==> src/rtl/spi_sp_ram_if.sv <==
// Command/response bundle between the SPI slave and spi_sp_ram.
// The SPI slave drives din/rx_valid; the RAM returns dout/tx_valid and seq_err.
interface spi_sp_ram_if;
   logic [9:0] din;
   logic       rx_valid;
   logic [7:0] dout;
   logic       tx_valid;
   logic       seq_err;

   modport master (output din, rx_valid, input dout, tx_valid, seq_err);
   modport slave  (input din, rx_valid, output dout, tx_valid, seq_err);
endinterface

==> src/rtl/spi_sp_ram.sv <==
// Single-port RAM with a 10-bit command decoder and auto-incrementing read/write pointers.
// Optional SEQ_CHECK_EN macro: drops data commands issued before their address and pulses seq_err.
module spi_sp_ram #(
   parameter int ADDR_SIZE = 8
) (
   input  logic           clk,
   input  logic           rst,
   spi_sp_ram_if.slave    bus
);
   localparam int DEPTH = 2 ** ADDR_SIZE;
   localparam logic [ADDR_SIZE-1:0] PTR_ONE = ADDR_SIZE'(1);

   typedef enum logic [1:0] {
      OP_WR_ADDR = 2'b00,
      OP_WR_DATA = 2'b01,
      OP_RD_ADDR = 2'b10,
      OP_RD_DATA = 2'b11
   } op_t;

   typedef enum logic {
      ST_IDLE,
      ST_TX
   } state_t;

   state_t               r_state;
   state_t               w_state_nxt;
   logic [7:0]           r_mem [DEPTH];
   logic [ADDR_SIZE-1:0] r_wr_ptr;
   logic [ADDR_SIZE-1:0] r_rd_ptr;
   logic [7:0]           r_dout;
   logic                 r_seq_err;
   op_t                  w_op;
   logic                 w_illegal;
   logic                 w_accept;
   logic                 w_wr_addr;
   logic                 w_wr_data;
   logic                 w_rd_addr;
   logic                 w_rd_data;

`ifdef SEQ_CHECK_EN
   logic r_wr_ok;
   logic r_rd_ok;

   always_ff @(posedge clk) begin
      if (rst) begin
         r_wr_ok <= 1'b0;
         r_rd_ok <= 1'b0;
      end else begin
         if (w_wr_addr) r_wr_ok <= 1'b1;
         if (w_rd_addr) r_rd_ok <= 1'b1;
      end
   end
`endif

   always_comb begin
      w_op = op_t'(bus.din[9:8]);
`ifdef SEQ_CHECK_EN
      w_illegal = bus.rx_valid &&
                  (((w_op == OP_WR_DATA) && !r_wr_ok) ||
                   ((w_op == OP_RD_DATA) && !r_rd_ok));
`else
      w_illegal = 1'b0;
`endif
      w_accept  = bus.rx_valid && !w_illegal;
      w_wr_addr = w_accept && (w_op == OP_WR_ADDR);
      w_wr_data = w_accept && (w_op == OP_WR_DATA);
      w_rd_addr = w_accept && (w_op == OP_RD_ADDR);
      w_rd_data = w_accept && (w_op == OP_RD_DATA);
   end

   // Any accepted non-read word ends the transmit phase; dropped words leave it untouched
   always_comb begin
      w_state_nxt = r_state;
      if (w_accept) begin
         w_state_nxt = w_rd_data ? ST_TX : ST_IDLE;
      end
   end

   always_ff @(posedge clk) begin
      if (rst) r_state <= ST_IDLE;
      else     r_state <= w_state_nxt;
   end

   always_ff @(posedge clk) begin
      if (rst) begin
         r_wr_ptr  <= '0;
         r_rd_ptr  <= '0;
         r_dout    <= '0;
         r_seq_err <= 1'b0;
      end else begin
         r_seq_err <= w_illegal;
         if (w_wr_addr) r_wr_ptr <= bus.din[ADDR_SIZE-1:0];
         if (w_wr_data) r_wr_ptr <= r_wr_ptr + PTR_ONE;
         if (w_rd_addr) r_rd_ptr <= bus.din[ADDR_SIZE-1:0];
         if (w_rd_data) begin
            r_dout   <= r_mem[r_rd_ptr];
            r_rd_ptr <= r_rd_ptr + PTR_ONE;
         end
      end
   end

   // Storage is never cleared so contents survive reset; reset still blocks a write
   always_ff @(posedge clk) begin
      if (!rst && w_wr_data) r_mem[r_wr_ptr] <= bus.din[7:0];
   end

   assign bus.dout     = r_dout;
   assign bus.tx_valid = (r_state == ST_TX);
   assign bus.seq_err  = r_seq_err;
endmodule

==> src/flat_wrapper.sv <==
// flat-port wrapper written by rule: the top's interface ports become plain ports
module spi_sp_ram_flat 
#(
   parameter int ADDR_SIZE = 8
)
  (clk, rst, bus_din, bus_rx_valid, bus_dout, bus_tx_valid, bus_seq_err);
  spi_sp_ram_if bus_i ();
  input  logic clk;
  input  logic rst;
  input wire logic [$bits(bus_i.din)-1:0] bus_din;
  input wire logic [$bits(bus_i.rx_valid)-1:0] bus_rx_valid;
  output wire logic [$bits(bus_i.dout)-1:0] bus_dout;
  output wire logic [$bits(bus_i.tx_valid)-1:0] bus_tx_valid;
  output wire logic [$bits(bus_i.seq_err)-1:0] bus_seq_err;
  assign bus_i.din = bus_din;
  assign bus_i.rx_valid = bus_rx_valid;
  assign bus_dout = bus_i.dout;
  assign bus_tx_valid = bus_i.tx_valid;
  assign bus_seq_err = bus_i.seq_err;
  spi_sp_ram #(.ADDR_SIZE(ADDR_SIZE)) u_core (.clk(clk), .rst(rst), .bus(bus_i));
endmodule
==> config.mk <==
export PLATFORM = sky130hd
export DESIGN_NAME = spi_sp_ram_flat
export DESIGN_NICKNAME = d
export VERILOG_FILES = /design/src/rtl/spi_sp_ram_if.sv /design/src/rtl/spi_sp_ram.sv /design/src/flat_wrapper.sv
export SDC_FILE = /design/constraint.sdc
export NUM_CORES = 2
export LEC_CHECK = 0
export BUFFER_PORTS_ARGS = -buffer_cell sky130_fd_sc_hd__buf_2
export CORE_UTILIZATION = 40
export CTS_CLUSTER_DIAMETER = 100
export DETAILED_ROUTE_END_ITERATION = 16
export GPL_ROUTABILITY_DRIVEN = 0
export HOLD_SLACK_MARGIN = 0.03
export PLACE_DENSITY_LB_ADDON = 0.15
export SYNTH_ARGS = -nofsm -noshare
export SYNTH_HDL_FRONTEND = slang
export SYNTH_SLANG_ARGS = --single-unit
==> constraint.sdc <==
create_clock -name clk -period 3.8 [get_ports clk]
set_clock_uncertainty 0.05 [all_clocks]
set_input_delay 0.38 -clock clk [delete_from_list [all_inputs] [get_ports clk]]
set_output_delay 0.38 -clock clk [all_outputs]
set_load 0.005 [all_outputs]
==> results summary <==
The path category of the worst min-delay check is input pin to flip-flop. The transition time at the pin with the least slew margin came out at 0.991 ns. The number of different library cells used by synthesis comes to 72. The part of the Yosys area used for sequential elements came out at 0.765. Of the total synthesized cell area, the portion taken by XOR and XNOR cells is 0.

The worst register-to-register path begins at u_core.r_rd_ptr[1]. The synthesis-to-finish area growth came out at 16.6%. After legalization and detailed placement, the total HPWL measured 146 mm. Clock-pin slew was measured on the worst setup and hold paths at 0.06 ns. For this block, the routed nets add up to 230 mm of wire. The via count of the first global-routing pass came out at 41600. The cell sitting at the root of the clock tree is a sky130_fd_sc_hd__clkbuf_16.

Counting every instance in the synthesized netlist gives 3860. The number of instances on the worst hold path came out at 4. The power per standard cell area came out at 511 nW/um2.

Setup repair after global routing left no endpoint under its margin. The number of sinks driven by the clock tree is 2073. In the synthesized netlist the dominant register cell turns out to be sky130_fd_sc_hd__edfxtp_1. Once detail routing completed, the nets flagged for antenna violations numbered 0. Synthesis produced a netlist with a net count of 3878. The H-tree was split into 4 levels. The shortest clock period the worst path allows after layout came out at 3.60 ns. The cell leakage power came out at 29.5 nW. Of the total synthesized cell area, the portion taken by full adders, half adders and majority gates is 0.000772.

The total negative slack for setup checks came out at 0 ns. For this run, the share of the core covered by cells in the final layout is 0.471. For this run, the number of standard cells in the final layout without fillers is 7198. The worst-skew pair later-pin latency came out at 0.85 ns. The fraction of registers with async set or reset after synthesis is 0. The worst hold path begins at bus_din[8].

The worst setup path is of the flip-flop to flip-flop kind. The average cell area after synthesis is 21.0 um2. Entering global routing, the biggest net connects 105 pins. By area, the combinational part of the netlist is dominated by multiplexers. The number of I/O port buffers came out at 21. STA classifies the critical path startpoint as a flip-flop. The final number of max-transition violations came out at 0.

Across all register-to-register paths, the minimum setup slack is 0.20 ns. The area of the die is 204000 um2. The destination of the worst hold path is u_core.r_rd_ptr[1]. For this run, the number of Yosys warnings is 0. The compound-gate portion of the synthesized area is 0.0295. Setup violations remaining at the end of the flow were counted as 0. The pre-antenna-repair detailed-routing pass consisted of 7 iterations. TritonCTS built the clock tree. The first routing iteration left 4444 violations. The number of antenna violations at the first check in global routing came to 10.

The y dimension of the die came out at 452 um. STA classifies the critical path endpoint as a flip-flop. Max-cap violations in this run came to 0. Across the VDD grid, the largest voltage drop is 431 uV. The worst relative slew slack came out at 0.332.

The initial core utilization came out at 0.404. The worst register-to-register path ends at u_core.bus.dout[2]. The largest fanout on the critical path came out at 25.

The worst hold margin is 0.122 ns. The top-level I/O count is 23. The final clock period utilization by the worst path is 0.946. The flop and latch count out of synthesis came out at 2073.

The number of remaining DRC errors is 0. The final count of hold timing violations came to 0. The timing-limited maximum frequency is 278 MHz. The run finished with clean final reports. The die outline width came out at 452 um.

The number of vias after detailed routing came out at 41300. The total routing resource utilization after global routing came out at 0.225. The synthesized area came out at 81000 um2. The clock buffer count from CTS is 212. The number of flops mapped to enable cells by yosys is 2048.

The instance count after placement with tap cells included is 6804. The depth of the worst register-to-register path is 8. Power comes to 48.3 mW. The wire length of the first global-routing pass is 324 mm. The number of cell rows came out at 164. The layout cell share with drive strength beyond 1 came out at 0.302. The endpoint arrival time on the critical path came out at 4.25 ns. The count of nets after finishing is 4389. After floorplanning, the core was sized to cover 200000 um2. The detailed-route wire length per cell came out at 32.0 um. The buffer depth of the longest clock path is 3. The mux contribution to synthesized area is 0.159. The routed via count divided by cell count came out at 5.74.

The residual overflow from global routing came out at 0. The number of filler cells placed in the layout came out at 16600. Data on the critical path is required at its endpoint by 4.46 ns. The simple-gate area share of the yosys netlist is 0.0276.
-- cells in the mapped netlist (6+ instances only) --
| cell | instances | share of area |
|---|---|---|
| sky130_fd_sc_hd__a211oi_1 | 27 | 0.0025 |
| sky130_fd_sc_hd__a21oi_1 | 56 | 0.0035 |
| sky130_fd_sc_hd__a221oi_1 | 27 | 0.0029 |
| sky130_fd_sc_hd__a22o_1 | 6 | 0.00065 |
| sky130_fd_sc_hd__a22oi_1 | 38 | 0.0035 |
| sky130_fd_sc_hd__a31oi_1 | 10 | 0.00077 |
| sky130_fd_sc_hd__and2_1 | 10 | 0.00077 |
| sky130_fd_sc_hd__and3_1 | 9 | 0.00069 |
| sky130_fd_sc_hd__buf_1 | 18 | 0.00083 |
| sky130_fd_sc_hd__buf_12 | 6 | 0.0015 |
| sky130_fd_sc_hd__buf_2 | 47 | 0.0029 |
| sky130_fd_sc_hd__buf_4 | 23 | 0.0021 |
| sky130_fd_sc_hd__buf_6 | 28 | 0.0039 |
| sky130_fd_sc_hd__buf_8 | 8 | 0.0015 |
| sky130_fd_sc_hd__clkbuf_1 | 110 | 0.0051 |
| sky130_fd_sc_hd__dfxtp_1 | 25 | 0.0062 |
| sky130_fd_sc_hd__edfxtp_1 | 2048 | 0.76 |
| sky130_fd_sc_hd__inv_1 | 8 | 0.00037 |
| sky130_fd_sc_hd__mux2_2 | 22 | 0.0031 |
| sky130_fd_sc_hd__mux2i_1 | 161 | 0.020 |
| sky130_fd_sc_hd__mux4_2 | 488 | 0.14 |
| sky130_fd_sc_hd__nand2_1 | 99 | 0.0046 |
| sky130_fd_sc_hd__nand2b_1 | 8 | 0.00062 |
| sky130_fd_sc_hd__nand3_1 | 26 | 0.0016 |
| sky130_fd_sc_hd__nor2_1 | 309 | 0.014 |
| sky130_fd_sc_hd__nor2b_1 | 23 | 0.0018 |
| sky130_fd_sc_hd__nor3_1 | 17 | 0.0011 |
| sky130_fd_sc_hd__o211ai_1 | 9 | 0.00083 |
| sky130_fd_sc_hd__o21ai_0 | 40 | 0.0025 |
| sky130_fd_sc_hd__o221ai_1 | 18 | 0.0019 |
| sky130_fd_sc_hd__o22ai_1 | 36 | 0.0028 |
-- how the worst max path moves through the flow --
| stage | endpoint | start | slack, ns |
|---|---|---|---|
| floorplan | u_core.bus.dout[4] | u_core.r_rd_ptr[0] | 1.14 |
| global placement | u_core.bus.dout[3] | u_core.r_rd_ptr[0] | 0.02 |
| finish | u_core.bus.dout[2] | u_core.r_rd_ptr[1] | 0.20 |
| detailed placement | u_core.bus.dout[3] | u_core.r_rd_ptr[1] | 0.06 |
| CTS | u_core.bus.dout[3] | u_core.r_rd_ptr[1] | 0.02 |
| global route | u_core.bus.dout[1] | u_core.r_rd_ptr[1] | 0.13 |
-- kinds of logic after synthesis --
kind of cell / count (synthesis)
other: 1
adders and majority gates: 5
muxes: 671
and+or+nand+nor: 526
buffers and inverters: 248
DFF: 2073
AOI/OAI and AO/OA: 336
-- critical path: stages, from the launching register on --
cell and delay [ns]:
sky130_fd_sc_hd__dfxtp_4 0.80, sky130_fd_sc_hd__buf_12 0.29, sky130_fd_sc_hd__buf_12 0.24, sky130_fd_sc_hd__mux4_2 0.35, sky130_fd_sc_hd__mux4_2 0.54, sky130_fd_sc_hd__nand2_1 0.11
sky130_fd_sc_hd__o21ai_0 0.08, sky130_fd_sc_hd__a211oi_1 0.74, sky130_fd_sc_hd__o31ai_1 0.15
-- what timing repair did --
item,CTS,global route
endpoints found under the hold margin,148,0
resized for setup,0,1
hold buffers,8,0
setup endpoints to repair,0,2
buffers inserted,0,1
-- flip-flops by register name, indices dropped and copies added, names as in the netlist --
register,flops
u_core.r_wr_ptr,8
u_core.bus.dout,8
u_core.bus.tx_valid,1
u_core.r_rd_ptr,8
u_core.r_mem,2048
-- cell usage in the layout (no fill, tap or decap), types with 40 or more instances in the layout --
master / n
sky130_fd_sc_hd__a21oi_1: 55
sky130_fd_sc_hd__buf_12: 43
sky130_fd_sc_hd__buf_4: 465
sky130_fd_sc_hd__clkbuf_16: 217
sky130_fd_sc_hd__clkinv_1: 51
sky130_fd_sc_hd__edfxtp_1: 2048
sky130_fd_sc_hd__mux2i_1: 161
sky130_fd_sc_hd__mux4_2: 488
sky130_fd_sc_hd__nand2_1: 86
sky130_fd_sc_hd__nor2_1: 308
sky130_fd_sc_hd__o21ai_0: 40
-- per-stage QoR --
step | setup WS (ns) | cell area [um2]
6_report | 0.205 | 94500
5_1_grt | 0.135 | 94500
4_1_cts | 0.0235 | 94400
3_5_place_dp | 0.0601 | 87500
3_3_place_gp | 0.0187 | 87500
2_1_floorplan | 1.14 | 81000
-- where the power goes --
group | switching (mW) | internal (mW)
registers | 0.0564 | 25.1
logic | 1.60 | 0.970
clock network | 8.81 | 11.7
total | 10.5 | 37.8
-- per-layer routing --
layer	track usage	vias up	part of all wire
met2	0.351	1488	0.47
met5	0	-	0.000056
met3	0.0337	300	0.061
met4	0.0601	2	0.025
li1	-	17200	-
met1	0.331	22400	0.44
-- cell type report --
type                       instances  area [um2]  share of cell area
clock buffer                     258        5630              0.0596
sequential                      2073       62000               0.657
timing repair buffer             537        4610              0.0488
multi-input combinational       1539       17600               0.187
tap                             2656        3320              0.0352
inverter                           8        32.5            0.000344
antenna                            2        5.00           0.0000530
clock inverter                   125        1210              0.0128
Power figures use the tool's default switching activity.
